**src/rtl/elevator_request_queue.sv**
```systemverilog
// elevator_request_queue: latches call-button presses into a per-floor pending bitmap and runs the door dwell for each stop.
//   inputs:  clk, reset (sync, active-high), call_btn[6:0], current_floor[2:0], floor_valid
//   outputs: queue_status[6:0], stop_here, door_open, svc_done, busy, floor_err
//   optional: ELEVATOR_QUEUE_CANCEL_EN enables toggle-cancel of pending floors while travelling
module elevator_request_queue #(
  parameter int DWELL_CYCLES = 16,
  parameter int CNT_W = 8
) (
  input  logic       clk,
  input  logic       reset,
  input  logic [6:0] call_btn,
  input  logic [2:0] current_floor,
  input  logic       floor_valid,
  output logic [6:0] queue_status,
  output logic       stop_here,
  output logic       door_open,
  output logic       svc_done,
  output logic       busy,
  output logic       floor_err
);
  typedef enum logic [1:0] {TRAVEL, DWELL, CLOSE} state_t;
  state_t state, state_nx;
  logic [6:0] prev_btn, rise, hit_mask, served_mask, qs_nx;
  logic [CNT_W-1:0] cnt;
  logic [2:0] served;
  logic hit;
  assign rise = call_btn & ~prev_btn;
  assign hit_mask = (current_floor == 3'd7) ? 7'd0 : 7'd1 << current_floor;
  assign served_mask = 7'd1 << served;
  // a same-cycle rising edge on the arrival floor counts as a request
  assign hit = floor_valid && state == TRAVEL && |(hit_mask & (queue_status | rise));
  assign door_open = state == DWELL;
  assign svc_done = state == CLOSE;
  assign busy = door_open | svc_done;
  always_comb begin
    state_nx = state;
    qs_nx = queue_status | rise;
    if (state == TRAVEL) begin
      state_nx = hit ? DWELL : TRAVEL;
`ifdef ELEVATOR_QUEUE_CANCEL_EN
      qs_nx = queue_status ^ rise;
`endif
      qs_nx = hit ? qs_nx & ~hit_mask : qs_nx;
    end else if (state == DWELL) begin
      state_nx = (cnt == '0) ? CLOSE : DWELL;
      qs_nx = queue_status | (rise & ~served_mask);
    end else begin
      state_nx = TRAVEL;
    end
  end
  always_ff @(posedge clk) begin
    if (reset) begin
      state <= TRAVEL;
      queue_status <= '0;
      prev_btn <= '0;
      cnt <= '0;
      served <= '0;
      stop_here <= 1'b0;
      floor_err <= 1'b0;
    end else begin
      state <= state_nx;
      queue_status <= qs_nx;
      prev_btn <= call_btn;
      stop_here <= hit;
      if (hit) begin
        cnt <= CNT_W'(DWELL_CYCLES - 1);
        served <= current_floor;
      end else if (state == DWELL && cnt != '0) begin
        cnt <= cnt - 1'b1;
      end
      if (state == TRAVEL && floor_valid && current_floor == 3'd7) floor_err <= 1'b1;
    end
  end
endmodule
```
**config.mk**
```make
export PLATFORM = sky130hd
export DESIGN_NAME = elevator_request_queue
export DESIGN_NICKNAME = d
export VERILOG_FILES = /design/src/rtl/elevator_request_queue.sv
export SDC_FILE = /design/constraint.sdc
export NUM_CORES = 1
export LEC_CHECK = 0
export ABC_AREA = 0
export BUFFER_PORTS_ARGS = -buffer_cell sky130_fd_sc_hd__buf_4
export CAP_MARGIN = 20
export CORE_MARGIN = 2
export CORE_UTILIZATION = 45
export DETAILED_ROUTE_END_ITERATION = 8
export GPL_TIMING_DRIVEN = 0
export PLACE_DENSITY = 0.71
export SETUP_SLACK_MARGIN = 0.3
export SLEW_MARGIN = 20
export SYNTH_ARGS = -nofsm -noshare
export SYNTH_HDL_FRONTEND = slang
export SYNTH_SLANG_ARGS = --single-unit
```
**constraint.sdc**
```tcl
create_clock -name clk -period 3.8 [get_ports clk]
set_input_delay 0.38 -clock clk [delete_from_list [all_inputs] [get_ports clk]]
set_output_delay 0.38 -clock clk [all_outputs]
set_load 0.02 [all_outputs]
```
==> flow_metrics.tcl, run 1 <==
set metrics [dict create \
    vdd_drop_max_mv 0.1961 \
    grt_max_degree 11 \
    globalRouteTotalUtil_pct 20.11 \
    worst-r2r-cell-count 6 \
    grt_pass1_wl_mm 5.382 \
    postLayoutCoreUtil_pct 56.56 \
    route.vias.total 1238 \
    syn_area_mm2 0.001436 \
    drt_iter0_markers 45 \
    insertion_delay_ns 0.34 \
    synthArstFlopShare_pct 0 \
    yosys-mux-area-fraction_pct 3.571 \
    power_density_mw_per_mm2 412.0 \
    hold_path.class "in -> reg" \
    place_hpwl_mm 2.340 \
    worst-path-max-fanout 3 \
    post_cts_resized 0 \
    clk_pin_slew_ns 0.10 \
    finalNetCount 203 \
    cts.htree.levels 2 \
    final_period_minus_worst_setup_slack_ns 1.912 \
    antenna_violations_before_repair 0 \
    endpoint_arrival_time_on_the_critical_path_ns 2.19 \
    ys_dominant_reg_cell "sky130_fd_sc_hd__dfxtp_1" \
    rsz0062_at_grt "false" \
    r2r-end "cnt[1]" \
    cts_sinks 29 \
    grt_pass1_vias 1243 \
    leading_cell_type_in_the_layout_fill_and_taps_excluded "sky130_fd_sc_hd__dfxtp_1" \
    tritoncts "built" \
    area_of_all_placed_cells_without_fillers_mm2 0.001727 \
    wire_per_inst_um 13.87 \
    flow.area_growth_from_synthesis_pct 20.21 \
    vias_per_cell 5.383 \
    critical_path.startpoint "cnt[0]" \
    design.portCount 25 \
    timing.final.max_slew_violations 0 \
    timing.fmax_mhz 522.9 \
    worst_setup_path_start_kind "flop" \
    ys_warn_count 0 \
    compound_gate_portion_of_the_synthesized_area_pct 18.99 \
    drtPass1Iterations 4 \
    total_leakage_power_nw 0.6869 \
    clock_path_buffers 2 \
    timing.max_cap.violations 0 \
    post_synth_inst_count 156 \
    drt.antenna.violating_nets 0 \
    place.port_buffers 22 \
    outcome "finished, final reports clean" \
    synth_seq_cells 29 \
    most-common-layout-cells "sky130_fd_sc_hd__dfxtp_1 (29), sky130_fd_sc_hd__buf_4 (22), sky130_fd_sc_hd__nor2b_1 (16), sky130_fd_sc_hd__nand2b_1 (15), sky130_fd_sc_hd__nor2_1 (12)" \
    setup_total_negative_slack_ns 0 \
    reg2reg_slack_ns 1.89 \
    remaining_drc_errors 0 \
    timing.rr.start "cnt[0]" \
    synth_xor_area_share_pct 2.439 \
    post-cts-setup-buffers 0 \
    synth-edff-count 0 \
    worst-slew-pin-transition_ns 0.6785 \
    synth_fp_nets 174 \
    headroom_to_the_max_slew_limit_pct 54.27 \
    worst_path_required_ns 4.08 \
    ys_seq_area_share_pct 40.42 \
    post_synthesis_area_per_instance_um2 9.208 \
    final_hold_vios 0 \
    n_antenna_cell 0 \
    clock_root_buffer "sky130_fd_sc_hd__clkbuf_4" \
    critical_path_capture_point_type "flop" \
    globalplace.congestion 0.8890 \
    num_rows 20 \
    placedInstanceArea_mm2 0.001657 \
    die_x_um 60.50 \
    setup.worst_path.class "reg -> reg" \
    final_layout_size_suffix_gt1_share_pct 22.58 \
    skew_ns 0.01700 \
    cp-endpoint "cnt[1]" \
    post_synth_fa_ha_maj_area_fraction_pct 4.355 \
    placeable_core_region_mm2 0.003053 \
    synth_cell_types 41 \
    synthesized_area_fraction_occupied_by_and_or_nand_nor_cells_pct 25.35 \
    global_route_total_overflow 0 \
    number_of_buffers_added_to_fix_hold_violations_after_cts 0 \
    final_min_period_over_clock_period_pct 50.33 \
    initial_utilization_pct 47.05 \
    detail_route.wirelength_mm 3.189 \
    largest_family_of_logic_cells_by_synthesized_area "simple AND/OR/NAND/NOR gates" \
    final-setup-viol-count 0 \
    tritoncts.num_buffers 5 \
    die_height_um 60.50 \
    die_area_mm2 0.003660 \
]
-- layout make-up --
type,instances,area (um^2)
plain buffers,7,43.79
clock buffers,7,65.06
clock inverters,1,5.005
fillers,301,1326
inverters,7,26.28
multi-input cells,113,785.8
flip-flops and latches,29,580.6
well taps,44,55.05
repair buffers,22,165.2
-- worst min-delay path by stage --
stage	start	end	slack (ns)	cells after the start
final	call_btn[5]	prev_btn[5]	0.25	2
after floorplan	cnt[6]	cnt[6]	0.45	2
after detailed placement	cnt[6]	cnt[6]	0.49	2
after global routing	call_btn[5]	prev_btn[5]	0.24	2
after CTS	call_btn[5]	prev_btn[5]	0.25	2
after global placement	cnt[6]	cnt[6]	0.47	2
-- routing by layer --
layer  track usage (%)  vias up  part of all wire, %
met5                 0        -                    0
met1             23.75      577                   46
met2             31.99       34                   47
met3             6.610       10                  4.6
met4             11.80        0                  2.6
li1                  -      617                    -
-- critical path: stages (launching register included) --
cell	delay (ns)
sky130_fd_sc_hd__dfxtp_1	0.34
sky130_fd_sc_hd__inv_1	0.11
sky130_fd_sc_hd__ha_1	0.20
sky130_fd_sc_hd__or3b_2	0.48
sky130_fd_sc_hd__o21ai_1	0.23
sky130_fd_sc_hd__mux2_2	0.36
sky130_fd_sc_hd__a21oi_1	0.13
-- sequential cells by signal (all words and copies together) (netlist names) --
register / cells
state: 2
stop_here: 1
floor_err: 1
queue_status: 7
served: 3
prev_btn: 7
cnt: 8
-- cell families (layout without fill, tap and decap cells) --
group,Yosys count,in the layout
xor+xnor,4,4
mux,5,5
buf+inv,14,44
simple gates,63,63
flops,29,29
compound gates,36,36
fa+ha+maj,5,5
-- per-stage QoR --
stage | setup slack [ns] | std cells | hold WS (ns) | power, mW
2_1_floorplan | 2.061 | 156 | 0.4536 | 0.4488
3_3_place_gp | 1.896 | 222 | 0.4714 | 0.4909
3_5_place_dp | 1.863 | 222 | 0.4888 | 0.4962
4_1_cts | 1.903 | 230 | 0.2480 | 0.7149
5_1_grt | 1.797 | 230 | 0.2391 | 0.7480
6_report | 1.888 | 230 | 0.2518 | 0.7114
-- power breakdown --
part           total, mW  switching (mW)  internal (mW)
Combinational      0.149          0.0827         0.0665
Clock              0.221           0.114          0.107
Sequential         0.341          0.0164          0.325
Total              0.711           0.213          0.498
-- Yosys cell counts, types with 4 or more instances --
library cell	instances	area share, %
sky130_fd_sc_hd__dfxtp_1	29	40
sky130_fd_sc_hd__nor2b_1	16	7.0
sky130_fd_sc_hd__nand2b_1	15	6.5
sky130_fd_sc_hd__nor2_1	12	3.1
sky130_fd_sc_hd__a21oi_1	11	3.8
sky130_fd_sc_hd__inv_1	7	1.8
sky130_fd_sc_hd__a311oi_1	6	3.7
sky130_fd_sc_hd__ha_1	5	4.4
sky130_fd_sc_hd__a31oi_1	4	1.7
sky130_fd_sc_hd__mux2i_1	4	2.8
sky130_fd_sc_hd__nand2_1	4	1.0
Note: power is estimated with default switching activity, not from simulation.
==> run 2, diff against run 1 <==
--- a/config.mk
+++ b/config.mk
@@ -12,7 +12,7 @@
 export CORE_UTILIZATION = 45
 export DETAILED_ROUTE_END_ITERATION = 8
 export GPL_TIMING_DRIVEN = 0
-export PLACE_DENSITY = 0.71
+export PLACE_DENSITY = 0.74
 export SETUP_SLACK_MARGIN = 0.3
 export SLEW_MARGIN = 20
 export SYNTH_ARGS = -nofsm -noshare
==> constraint.sdc (replaced) <==
create_clock -name clk -period 1.7 [get_ports clk]
set_input_delay 0.17 -clock clk [delete_from_list [all_inputs] [get_ports clk]]
set_output_delay 0.17 -clock clk [all_outputs]
set_load 0.02 [all_outputs]
==> flow_metrics.tcl, run 2 (same netlist as run 1, synthesis figures left out) <==
set metrics [dict create \
    outcome "finished, final reports clean" \
    timing.fmax_mhz 628.4 \
    die_area_mm2 0.003660 \
    comb_power_share_pct 29.0 \
    largestRegisters "cnt x8, prev_btn x7, queue_status x7" \
    final_hold_vios 0 \
    place_hpwl_mm 2.412 \
    endpoint_arrival_time_on_the_critical_path_ns 1.86 \
    globalplace.congestion 0.8029 \
    critical_path_capture_point_type "flop" \
    worst_setup_path_start_kind "flop" \
    worst-r2r-cell-count 4 \
    place.port_buffers 22 \
    gr-usage-met3_pct 6.610 \
    worst-slew-pin-transition_ns 0.5907 \
    cts_sinks 29 \
    tritoncts "built" \
    clock_root_buffer "sky130_fd_sc_hd__clkbuf_4" \
    skew_ns 0.007461 \
    num_rows 20 \
    reg2reg_slack_ns 0.11 \
    clock_path_buffers 2 \
    vias_per_cell 5.409 \
    worst_hold_startpoint "call_btn[2]" \
    p_int_mw 1.187 \
    most-common-layout-cells "sky130_fd_sc_hd__buf_4 (36), sky130_fd_sc_hd__dfxtp_1 (15), sky130_fd_sc_hd__dfxtp_2 (12), sky130_fd_sc_hd__nor2b_1 (11), sky130_fd_sc_hd__nor2_1 (11)" \
    largest-register "cnt" \
    route.vias.total 1336 \
    final_min_period_over_clock_period_pct 93.61 \
    power_density_mw_per_mm2 805.3 \
    n_antenna_cell 0 \
    remaining_drc_errors 0 \
    detail_route.wirelength_mm 3.857 \
    finalNetCount 220 \
    drt.antenna.violating_nets 0 \
    grt_busiest_layer "met2" \
    worst_path_required_ns 1.97 \
    timing.final.max_slew_violations 0 \
    die_x_um 60.50 \
    grt_pass1_vias 1389 \
    hold_path.class "in -> reg" \
    seq_power_share_pct 45.0 \
    drtPass1Iterations 4 \
    globalRouteTotalUtil_pct 23.17 \
    clk_pin_slew_ns 0.09 \
    power_frac_clock_pct 26.0 \
    dpl_worst_slack_ns -0.07933 \
    antenna_violations_before_repair 0 \
    setup_total_negative_slack_ns 0 \
    hold_depth 2 \
    rsz0062_at_grt "true" \
    worst-path-max-fanout 4 \
    die_height_um 60.50 \
    grt_pass1_wl_mm 6.175 \
    flow.area_growth_from_synthesis_pct 49.04 \
    headroom_to_the_max_slew_limit_pct 60.62 \
    hold_end "prev_btn[2]" \
    design.portCount 25 \
    use_met2_pct 42.55 \
    tritoncts.num_buffers 5 \
    insertion_delay_ns 0.34 \
    drt_iter0_markers 43 \
    total_leakage_power_nw 0.8417 \
    final_period_minus_worst_setup_slack_ns 1.591 \
    timing.rr.start "cnt[5]" \
    final_layout_size_suffix_gt1_share_pct 51.72 \
    met1_usage_pct 24.97 \
    wire_per_inst_um 15.62 \
    power.share.switching_pct 31.14 \
    initial_utilization_pct 47.05 \
    placeable_core_region_mm2 0.003053 \
    setup_slack_ns 0.1086 \
    final-setup-viol-count 0 \
    final.fill_count 247 \
    total_switching_power_uw 536.8 \
    r2r-end "cnt[1]" \
    vdd_drop_max_mv 0.6377 \
    cts.htree.levels 2 \
    number_of_buffers_added_to_fix_hold_violations_after_cts 0 \
    largest_register_ff_count 8 \
    grt_max_degree 11 \
    timing.max_cap.violations 0 \
    setup.worst_path.class "reg -> reg" \
    global_route_total_overflow 0 \
    leading_cell_type_in_the_layout_fill_and_taps_excluded "sky130_fd_sc_hd__buf_4" \
]
## run 2: changes by cell type in the layout (fill, tap and decap cells not counted), moves of 4 or more
cell,before,now
sky130_fd_sc_hd__buf_4,22,36
sky130_fd_sc_hd__buf_6,2,6
sky130_fd_sc_hd__dfxtp_1,29,15
sky130_fd_sc_hd__dfxtp_2,0,12
sky130_fd_sc_hd__nand2b_1,15,8
sky130_fd_sc_hd__nand2b_4,0,7
sky130_fd_sc_hd__nor2b_1,16,11
sky130_fd_sc_hd__nor2b_2,0,4
## run 2: power groups by stage
| stage | sequential, mW | combinational (mW) | clock [mW] |
|---|---|---|---|
| floorplan | 0.795 | 0.248 | 0 |
| finish | 0.776 | 0.500 | 0.448 |
| global placement | 0.781 | 0.356 | 0 |
| detailed placement | 0.784 | 0.366 | 0 |
| CTS | 0.774 | 0.478 | 0.448 |
| global route | 0.782 | 0.543 | 0.474 |
## run 2: critical path: stages (launching register included)
cell	delay [ns]
sky130_fd_sc_hd__dfxtp_4	0.36
sky130_fd_sc_hd__or4_4	0.56
sky130_fd_sc_hd__o21ai_4	0.19
sky130_fd_sc_hd__mux2_4	0.32
sky130_fd_sc_hd__a21oi_2	0.10
## run 2: final cells by class
cell class              count  area (um^2)  area share (%)
repair buffers             39        307.8           14.38
flip-flops and latches     29        603.1           28.17
plain buffers               7        46.29           2.162
inverters                   7        26.28           1.227
multi-input cells         113         1044           48.74
clock buffers               8        58.81           2.747
well taps                  44        55.05           2.572
## run 2: what timing repair did
item                       CTS  global route
gates resized for setup     39            10
setup endpoints to repair   22            23
setup buffers               14             2
cloned                       1             0
pin swaps                   15             7
## run 2: worst max path at each step
| stage | from | to | slack [ns] | cells past startpoint |
|---|---|---|---|---|
| floorplan | cnt[1] | cnt[1] | 0.15 | 6 |
| global placement | state[1] | queue_status[3] | -0.01 | 6 |
| detailed placement | state[1] | queue_status[3] | -0.08 | 6 |
| CTS | cnt[0] | cnt[1] | 0.12 | 6 |
| global route | cnt[0] | cnt[6] | 0.05 | 6 |
| finish | cnt[5] | cnt[1] | 0.11 | 4 |
## run 2: per-stage QoR
stage,instances,area [um^2],total power [mW],hold WS (ns),util [%]
after CTS,245,2093,1.700,0.06239,68.57
after global placement,222,1727,1.137,0.3909,56.56
after global routing,247,2141,1.798,0.06653,70.12
after detailed placement,222,1727,1.150,0.3966,56.56
after floorplan,156,1506,1.043,0.2982,-
final,247,2141,1.724,0.06514,70.12
## run 2: metal layers
layer | routed length, um | vias to the layer above | share of wire [%]
met5 | 0 | - | 0
met2 | 2016 | 43 | 52
li1 | - | 651 | -
met4 | 70 | 0 | 1.8
met1 | 1569 | 635 | 41
met3 | 201 | 7 | 5.2
==> run 3, diff against run 2 <==
==> constraint.sdc (replaced) <==
create_clock -name clk -period 1.7 [get_ports clk]
set_input_delay 0.085 -clock clk [delete_from_list [all_inputs] [get_ports clk]]
set_output_delay 0.085 -clock clk [all_outputs]
set_load 0.02 [all_outputs]
==> flow_metrics.tcl, run 3 (same netlist as run 1, synthesis figures left out) <==
set metrics [dict create \
    worst_setup_path_start_kind "flop" \
    timing.final.max_slew_violations 0 \
    route.vias.total 1395 \
    insertion_delay_ns 0.33 \
    global_route_total_overflow 0 \
    finalNetCount 232 \
    critical_path.startpoint "cnt[3]" \
    timing.fmax_mhz 612.1 \
    clock_path_buffers 2 \
    final_hold_vios 0 \
    grt_pass1_vias 1365 \
    final_period_minus_worst_setup_slack_ns 1.634 \
    wire_per_inst_um 16.19 \
    grt_pass1_wl_mm 6.327 \
    final_layout_size_suffix_gt1_share_pct 54.88 \
    cts.htree.levels 2 \
    worst-r2r-cell-count 4 \
    setup_total_negative_slack_ns 0 \
    reg2reg_slack_ns 0.07 \
    postLayoutCoreUtil_pct 76.15 \
    design.portCount 25 \
    setup_slack_ns 0.06617 \
    regArea_um2 603.1 \
    timing.max_cap.violations 0 \
    place_hpwl_mm 2.405 \
    critical_path_capture_point_type "flop" \
    area_of_all_placed_cells_without_fillers_mm2 0.002325 \
    highest_cell_delay_on_the_worst_timing_path_ns 0.54 \
    initial_utilization_pct 47.05 \
    r2r-end "cnt[1]" \
    dpl.cell_count 222 \
    globalplace.congestion 0.8390 \
    globalRouteTotalUtil_pct 24.23 \
    die_x_um 60.50 \
    flow.area_growth_from_synthesis_pct 61.85 \
    final.fill_count 204 \
    final_min_period_over_clock_period_pct 96.11 \
    die_area_mm2 0.003660 \
    largestRegisters "cnt x8, prev_btn x7, queue_status x7" \
    remaining_drc_errors 0 \
    placedInstanceArea_mm2 0.001722 \
    detail_route.wirelength_mm 4.193 \
    placeable_core_region_mm2 0.003053 \
    largest_register_ff_count 8 \
    setup.worst_path.class "reg -> reg" \
    most-common-layout-cells "sky130_fd_sc_hd__buf_4 (41), sky130_fd_sc_hd__dfxtp_1 (15), sky130_fd_sc_hd__dfxtp_2 (12), sky130_fd_sc_hd__nor2b_1 (11), sky130_fd_sc_hd__nor2_1 (11)" \
    vdd_drop_max_mv 0.7010 \
    total_leakage_power_nw 0.9178 \
    cts_sinks 29 \
    timing.rr.start "cnt[3]" \
    endpoint_arrival_time_on_the_critical_path_ns 1.89 \
    place.port_buffers 22 \
    hold_path.class "in -> reg" \
    tritoncts.num_buffers 5 \
    final-setup-viol-count 0 \
    drtPass1Iterations 4 \
    drt_iter0_markers 63 \
    headroom_to_the_max_slew_limit_pct 51.49 \
    rsz0062_at_grt "true" \
    num_rows 20 \
    die_height_um 60.50 \
    tritoncts "built" \
    worstPathCellList "or4_4 > o21ai_4 > mux2_4 > a21oi_2" \
    worst-path-max-fanout 6 \
    cp_slowest_cell "sky130_fd_sc_hd__or4_4" \
    clock_root_buffer "sky130_fd_sc_hd__clkbuf_4" \
    vias_per_cell 5.386 \
    dpl_worst_slack_ns -0.04064 \
    outcome "finished, final reports clean" \
    worst_path_required_ns 1.96 \
    drt.antenna.violating_nets 0 \
    grt_max_degree 11 \
    n_antenna_cell 0 \
    largest-register "cnt" \
    skew_ns 0.009474 \
    leading_cell_type_in_the_layout_fill_and_taps_excluded "sky130_fd_sc_hd__buf_4" \
    cp-endpoint "cnt[1]" \
    layout.cells.non_filler 259 \
    power_density_mw_per_mm2 760.2 \
    clk_pin_slew_ns 0.09 \
    multi_input_comb_area_mm2 0.001132 \
    worst-slew-pin-transition_ns 0.7276 \
    antenna_violations_before_repair 0 \
]
## run 3: worst min-delay path by stage
| stage | from | cells after the start | slack [ns] | end |
|---|---|---|---|---|
| 6_report | call_btn[0] | 2 | 0.008 | prev_btn[0] |
| 5_1_grt | call_btn[0] | 2 | 0.02 | prev_btn[0] |
| 4_1_cts | call_btn[0] | 2 | 0.005 | prev_btn[0] |
| 3_5_place_dp | call_btn[1] | 2 | 0.31 | prev_btn[1] |
| 3_3_place_gp | call_btn[6] | 2 | 0.31 | prev_btn[6] |
| 2_1_floorplan | call_btn[0] | 1 | 0.21 | prev_btn[0] |
## run 3: worst max-delay path, delay by kind of cell (launching register included)
kind / cells / cell delay [ns]
compound gates: 2 / 0.31
flops: 1 / 0.38
mux: 1 / 0.33
simple gates: 1 / 0.54
## run 3: metrics by stage
stage                     hold WS [ns]  power (mW)
after floorplan                 0.2132       1.042
after global placement          0.3054       1.136
after detailed placement        0.3135       1.149
after CTS                     0.005474       1.678
after global routing           0.01532       1.845
final                         0.007675       1.767
## run 3: area by class of cell
cell class,count,area share [%]
Timing Repair Buffer,51,17.76
Sequential cell,29,25.94
Buffer,7,1.884
Clock buffer,8,2.099
Tap cell,44,2.368
Inverter,7,1.238
Multi-Input combinational cell,113,48.71
## run 3: report_power, final
part	switching [mW]	total [mW]	internal (mW)
registers	0.0523	0.783	0.731
clock network	0.238	0.402	0.165
logic	0.281	0.582	0.301
## run 3: repair_timing
action                                  CTS  global route
resized for setup                        41            25
hold buffers                              6             0
buffers inserted                         15             7
cloned                                    1             0
hold endpoints to repair                  6             0
pin swaps                                17            13
endpoints found under the setup margin   20            21
## run 3: layer usage
| metal | GRT usage [%] | vias to the layer above | wire (um) |
|---|---|---|---|
| met2 | 41.61 | 51 | 2130 |
| met5 | 0 | - | 0 |
| met1 | 27.46 | 661 | 1749 |
| li1 | - | 670 | - |
| met3 | 7.249 | 13 | 197 |
| met4 | 11.80 | 0 | 115 |
